**config.mk**
```make
export PLATFORM = sky130hd
export DESIGN_NAME = wb_regfile_flat
export DESIGN_NICKNAME = d
export VERILOG_FILES = /design/src/rtl/wb_regfile_if.sv /design/src/rtl/wb_regfile.sv /design/src/flat_wrapper.sv
export SDC_FILE = /design/constraint.sdc
export NUM_CORES = 2
export LEC_CHECK = 0
export BUFFER_PORTS_ARGS = -buffer_cell sky130_fd_sc_hd__buf_2
export CORE_MARGIN = 2
export CORE_UTILIZATION = 45
export DETAILED_ROUTE_END_ITERATION = 16
export PLACE_DENSITY_LB_ADDON = 0.25
export RECOVER_POWER = 50
export SLEW_MARGIN = 15
export SYNTH_ARGS = -nofsm -noshare
export SYNTH_HDL_FRONTEND = slang
export SYNTH_SLANG_ARGS = --single-unit
```
**constraint.sdc**
```tcl
create_clock -name clk -period 2 [get_ports clk]
set_input_delay 0.2 -clock clk [delete_from_list [all_inputs] [get_ports clk]]
set_output_delay 0.2 -clock clk [all_outputs]
set_load 0.01 [all_outputs]
```
**src/rtl/wb_regfile_if.sv**
```systemverilog
// MEM/WB write-back and register read-port signal bundle for wb_regfile.
// master = pipeline side driving write-back and read indices; slave = register file.
interface wb_regfile_if;
    logic        RegWrite_MEM_WB;
    logic        MemtoReg_MEM_WB;
    logic        JAL_MEM_WB;
    logic [4:0]  WriteRegister_MEM_WB;
    logic [31:0] ReadMemData_MEM_WB;
    logic [31:0] ALUResult_MEM_WB;
    logic [31:0] BranchResult_MEM_WB;
    logic [4:0]  ReadRegister1;
    logic [4:0]  ReadRegister2;
    logic [31:0] ReadData1;
    logic [31:0] ReadData2;
    logic [31:0] WriteData_WB;
    logic [31:0] RetireCount;

    modport master (
        output RegWrite_MEM_WB, MemtoReg_MEM_WB, JAL_MEM_WB, WriteRegister_MEM_WB,
        output ReadMemData_MEM_WB, ALUResult_MEM_WB, BranchResult_MEM_WB,
        output ReadRegister1, ReadRegister2,
        input  ReadData1, ReadData2, WriteData_WB, RetireCount
    );

    modport slave (
        input  RegWrite_MEM_WB, MemtoReg_MEM_WB, JAL_MEM_WB, WriteRegister_MEM_WB,
        input  ReadMemData_MEM_WB, ALUResult_MEM_WB, BranchResult_MEM_WB,
        input  ReadRegister1, ReadRegister2,
        output ReadData1, ReadData2, WriteData_WB, RetireCount
    );
endinterface

```
**src/rtl/wb_regfile.sv**
```systemverilog
// 32x32 MIPS register file with write-back select, JAL link write and retire counter.
// Optional macro WB_BYPASS_EN: read ports forward the pending write-back data.
module wb_regfile #(
    parameter logic [31:0] SP_INIT = 32'h7FFF_EFFC,
    parameter logic [31:0] GP_INIT = 32'h1000_8000
) (
    input  logic         clk,
    input  logic         reset,
    wb_regfile_if.slave  bus
);
    logic [31:0] regs_q [32];
    logic [31:0] regs_d [32];
    logic [31:0] retire_cnt_q;
    logic [31:0] retire_cnt_d;

    logic [31:0] wr_data;
    logic [4:0]  wr_dest;
    logic        wr_en;

    function automatic logic [31:0] reset_value(input int idx);
        if (idx == 28) return GP_INIT;
        if (idx == 29) return SP_INIT;
        return 32'h0;
    endfunction

    // JAL takes priority over both data source and destination.
    always_comb begin
        if (bus.JAL_MEM_WB)           wr_data = bus.BranchResult_MEM_WB;
        else if (bus.MemtoReg_MEM_WB) wr_data = bus.ReadMemData_MEM_WB;
        else                          wr_data = bus.ALUResult_MEM_WB;
        wr_dest = bus.JAL_MEM_WB ? 5'd31 : bus.WriteRegister_MEM_WB;
        wr_en   = (bus.RegWrite_MEM_WB || bus.JAL_MEM_WB) && (wr_dest != 5'd0);
    end

    always_comb begin
        regs_d       = regs_q;
        retire_cnt_d = retire_cnt_q;
        if (wr_en) begin
            regs_d[wr_dest] = wr_data;
            retire_cnt_d    = retire_cnt_q + 32'd1;
        end
    end

    always_ff @(posedge clk or negedge reset) begin
        if (!reset) begin
            for (int i = 0; i < 32; i++) regs_q[i] <= reset_value(i);
            retire_cnt_q <= 32'h0;
        end else begin
            regs_q       <= regs_d;
            retire_cnt_q <= retire_cnt_d;
        end
    end

    // Register 0 is hard-wired to zero and never bypassed.
    always_comb begin
        bus.ReadData1 = (bus.ReadRegister1 == 5'd0) ? 32'h0 : regs_q[bus.ReadRegister1];
        bus.ReadData2 = (bus.ReadRegister2 == 5'd0) ? 32'h0 : regs_q[bus.ReadRegister2];
`ifdef WB_BYPASS_EN
        if (wr_en && (bus.ReadRegister1 == wr_dest)) bus.ReadData1 = wr_data;
        if (wr_en && (bus.ReadRegister2 == wr_dest)) bus.ReadData2 = wr_data;
`else
`endif
    end

    assign bus.WriteData_WB = wr_data;
    assign bus.RetireCount  = retire_cnt_q;
endmodule

```
**src/flat_wrapper.sv**
```systemverilog
// flat-port wrapper written by rule: the top's interface ports become plain ports
module wb_regfile_flat 
#(
    parameter logic [31:0] SP_INIT = 32'h7FFF_EFFC,
    parameter logic [31:0] GP_INIT = 32'h1000_8000
)
  (clk, reset, bus_RegWrite_MEM_WB, bus_MemtoReg_MEM_WB, bus_JAL_MEM_WB, bus_WriteRegister_MEM_WB, bus_ReadMemData_MEM_WB, bus_ALUResult_MEM_WB, bus_BranchResult_MEM_WB, bus_ReadRegister1, bus_ReadRegister2, bus_ReadData1, bus_ReadData2, bus_WriteData_WB, bus_RetireCount);
  wb_regfile_if bus_i ();
  input  logic clk;
  input  logic reset;
  input wire logic [$bits(bus_i.RegWrite_MEM_WB)-1:0] bus_RegWrite_MEM_WB;
  input wire logic [$bits(bus_i.MemtoReg_MEM_WB)-1:0] bus_MemtoReg_MEM_WB;
  input wire logic [$bits(bus_i.JAL_MEM_WB)-1:0] bus_JAL_MEM_WB;
  input wire logic [$bits(bus_i.WriteRegister_MEM_WB)-1:0] bus_WriteRegister_MEM_WB;
  input wire logic [$bits(bus_i.ReadMemData_MEM_WB)-1:0] bus_ReadMemData_MEM_WB;
  input wire logic [$bits(bus_i.ALUResult_MEM_WB)-1:0] bus_ALUResult_MEM_WB;
  input wire logic [$bits(bus_i.BranchResult_MEM_WB)-1:0] bus_BranchResult_MEM_WB;
  input wire logic [$bits(bus_i.ReadRegister1)-1:0] bus_ReadRegister1;
  input wire logic [$bits(bus_i.ReadRegister2)-1:0] bus_ReadRegister2;
  output wire logic [$bits(bus_i.ReadData1)-1:0] bus_ReadData1;
  output wire logic [$bits(bus_i.ReadData2)-1:0] bus_ReadData2;
  output wire logic [$bits(bus_i.WriteData_WB)-1:0] bus_WriteData_WB;
  output wire logic [$bits(bus_i.RetireCount)-1:0] bus_RetireCount;
  assign bus_i.RegWrite_MEM_WB = bus_RegWrite_MEM_WB;
  assign bus_i.MemtoReg_MEM_WB = bus_MemtoReg_MEM_WB;
  assign bus_i.JAL_MEM_WB = bus_JAL_MEM_WB;
  assign bus_i.WriteRegister_MEM_WB = bus_WriteRegister_MEM_WB;
  assign bus_i.ReadMemData_MEM_WB = bus_ReadMemData_MEM_WB;
  assign bus_i.ALUResult_MEM_WB = bus_ALUResult_MEM_WB;
  assign bus_i.BranchResult_MEM_WB = bus_BranchResult_MEM_WB;
  assign bus_i.ReadRegister1 = bus_ReadRegister1;
  assign bus_i.ReadRegister2 = bus_ReadRegister2;
  assign bus_ReadData1 = bus_i.ReadData1;
  assign bus_ReadData2 = bus_i.ReadData2;
  assign bus_WriteData_WB = bus_i.WriteData_WB;
  assign bus_RetireCount = bus_i.RetireCount;
  wb_regfile #(.SP_INIT(SP_INIT), .GP_INIT(GP_INIT)) u_core (.clk(clk), .reset(reset), .bus(bus_i));
endmodule
```
==> metrics.md <==
| Metric | Value |
|---|---|
| Crit path from | `u_core.regs_q[385]` |
| First-pass GRT wire length | `~280000 um` |
| Final worst setup slack | `-0.6649 ns` |
| Antenna violations before repair | `3` |
| Worst min-delay path category | `primary input to flop` |
| Gpl congestion | `a little under 0.9` |
| Max_slew headroom | `0.1377` |
| Pwr/cell area | `888.2 nW/um^2` |
| CP Launch Type | `flop` |
| DP Worst Slack | `-0.4885 ns` |
| Post-synth EDFFs | `0` |
| Area after DPL | `about 62000 sq um` |
| Synth area leaders | `dfrtp_1 47%, mux4_2 21%, o21ai_0 9.2%` |
| Largest area contributor in the netlist | `dfrtp_1` |
| # setup viols final | `approximately 180` |
| Yosys top cell area share | `0.4714` |
| Final hold vios | `0` |
| CP Capture Point | `bus_ReadData1[1]` |
| Flop2flop setup slack | `~0.1 ns` |
| Critical path endpoint category | `primary output` |
| FMAX | `between 300 and 400 MHz` |
| Routed vias | `~43k` |
| Row count | `approximately 130` |
| Period utilization | `1.332` |
| Sequential area share after synthesis | `0.4859` |
| Final Max Slew Viols | `0` |
| Largest net degree at the start of global routing | `between 70 and 80` |
| Vias in the first global route | `~43k` |
| Post-Synthesis Cells | `about 5k` |
| Residual DRC count | `0` |
| Main synth FF type | `dfrtp_1` |
| Die Ht | `351.9 um` |
| Root Driver | `clkbuf_16` |
| Worst reg-to-reg path cell count | `6` |
| WHS Path Cells | `4` |
| Drt total wl | `186200 um` |
| Finished Layout Cells | `about 7k` |
| Die ar. | `roughly 120000 sq um` |
| Final instance area | `between 60000 and 70000 sq um` |
| Overall Global Routing Usage | `0.3053` |
| Layout cell share with drive strength beyond 1 | `0.3395` |
| Slew @ Worst Pin | `approximately 1.3 ns` |
| CTS tree | `done` |
| Unrepaired setup endpoints after global routing | `true` |
| Layout area overhead | `23.26%` |
| Placed Cells | `about 6.8k` |
| CTS max path bufs | `3` |
| # fillers | `10.05k` |
| H-tree depth | `3` |
| Clk pin slew, worst setup/hold paths | `~0.060 ns` |
| DR WL/cell | `about 26 um` |
| Leak | `between 20 and 30 nW` |
| Max Cap Viol | `0` |
| Most frequent cells in the layout | `1026 x dfrtp_1, 1013 x nand2_1, 981 x o21ai_0, 512 x mux4_2, 378 x buf_4` |
| Hold path startpoint | `bus_BranchResult_MEM_WB[25]` |
| Core Footprint | `around 120000 sq um` |
| Initial detailed-routing violation count | `approximately 4.1k` |
| Max VDD drop | `approximately 660 uV` |
| Tmin final | `2.665 ns` |
| Die W | `351.9 um` |
| Starting Density | `0.4540` |
| Most common cell after layout, fill and taps aside | `dfrtp_1` |
| Post-DR vias/cell | `6.087` |
| Outcome | `finished with violations` |
| Clock Skew | `between 0.002 and 0.003 ns` |
| Max FO, Critical Path | `2` |
| Number of synthesized register bits | `between 1k and 1.5k` |
| Distinct cells, synth | `47` |
| Congestion Overflow GR | `0` |
| Clk_lat worst skew | `about 0.70 ns` |
| Hold slack | `approximately 0.034 ns` |
| CTS Sinks | `about 1.1k` |
| Antenna-violating nets left | `0` |
| Data arrival, critical path | `~2.5 ns` |
| Failing checks | `negative setup slack` |
| Core Util, Final | `0.5596` |
| Buffers added on ports | `about 240` |
| Ports | `approximately 240` |
| Yosys warns | `0` |
| Mapped cell area | `about 54000 sq um` |
| Dpl hpwl | `approximately 120000 um` |
| Worst path required time | `1.80 ns` |
| RR Endpoint | `u_core.bus.RetireCount[31]` |
| Mapped Nets | `around 5k` |
| R2R Path Start | `u_core.bus.RetireCount[10]` |
| Cts bufs inserted | `115` |
| DR pass1 iterations | `5` |
| Avg Cell Area, Syn | `11.16 sq um` |
| Nets | `~5.4k` |
| Critical path class | `flop to primary output` |
| Post-synthesis async set-or-reset flop share | `1.000` |
## worst max-delay path, stage by stage, from the launching register on
cell,delay (ns)
dfrtp_1,0.38
buf_4,0.14
mux4_2,0.43
mux2i_1,0.16
nor2_1,0.09
a221oi_2,0.25
a21oi_2,0.12
buf_4,0.17
## through the flow
stage	power (mW)	TNS, ns
after detailed placement	37.19	-19.90
after global placement	36.77	-19.69
final	59.63	-67.13
after global routing	62.06	-120.54
after CTS	59.72	-36.99
after floorplan	32.35	-1.100
## registers in the layout, indices dropped and copies added, names as in the netlist
register                count
u_core.bus.RetireCount     32
u_core.regs_q            1024
## Yosys cell counts (2+ instances only)
library cell	n
clkbuf_1	385
inv_1	33
nor3b_1	2
mux4_2	512
dfstp_2	30
nor2b_1	30
a21o_1	2
o21ai_0	1006
nand4_1	17
nor3_1	9
a21oi_1	129
buf_1	24
a31oi_1	10
a2111oi_0	7
a211oi_1	24
nand4_2	7
and4_1	2
a211o_1	17
a221oi_1	49
or2_2	4
mux2_2	55
nand2_1	1030
and2_1	3
mux2i_1	145
dfrtp_1	1026
buf_6	3
nor2_1	97
nand2b_1	6
nor4_2	3
xnor2_1	16
nand3_1	13
xor2_1	15
and3_1	4
buf_2	100
o21ai_1	26
a22oi_1	15
buf_4	16
## cell families (layout without fill, tap and decap cells)
family / count (synthesis) / in the layout / synth area share
xor+xnor: 31 / 31 / 0.004985
flops: 1056 / 1056 / 0.4859
other cells: 0 / 1 / 0
buf+inv: 561 / 1107 / 0.04248
compound gates: 1286 / 1286 / 0.1254
fa+ha+maj: 1 / 1 / 0.0002297
simple gates: 1235 / 1235 / 0.09132
mux: 712 / 712 / 0.2497
## power by group
part           total, mW  switching, mW  internal [mW]
Combinational       11.4           5.70           5.65
Sequential          26.2           2.05           24.1
Clock               22.1           9.21           12.9
## worst min-delay path by stage
stage	end	slack [ns]
5_1_grt	u_core.regs_q[985]	0.05
3_5_place_dp	u_core.regs_q[833]	0.18
3_3_place_gp	u_core.regs_q[833]	0.17
2_1_floorplan	u_core.bus.RetireCount[0]	-0.1
6_report	u_core.regs_q[985]	0.03
4_1_cts	u_core.regs_q[281]	0.002
## per-layer routing
| metal | GRT usage | vias to the layer above | part of all wire |
|---|---|---|---|
| li1 | - | 18570 | - |
| met1 | 0.4198 | 21960 | 0.40 |
| met2 | 0.4790 | 1925 | 0.47 |
| met3 | 0.05612 | 400 | 0.086 |
| met4 | 0.1288 | 4 | 0.042 |
| met5 | 0 | - | 0.00014 |
## layout make-up
cell class,instances,area (sq um),area share
Multi-Input combinational cell,3265,27060,0.4031
Sequential cell,1056,26460,0.3942
Timing Repair Buffer,860,7543,0.1124
Clock buffer,160,3361,0.05006
Tap cell,1612,2017,0.03004
Clock inverter,54,561.8,0.008368
Inverter,33,123.9,0.001845
Antenna cell,1,2.502,0.00003728
## repair_timing
action / 4_1_cts / 5_1_grt
setup endpoints to repair: 64 / 67
hold buffers: 20 / 0
buffers inserted: 18 / 21
gates resized for setup: 195 / 74
pin swaps: 72 / 56
endpoints found under the hold margin: 879 / 0
No activity file was read; power rests on OpenSTA's default activity.
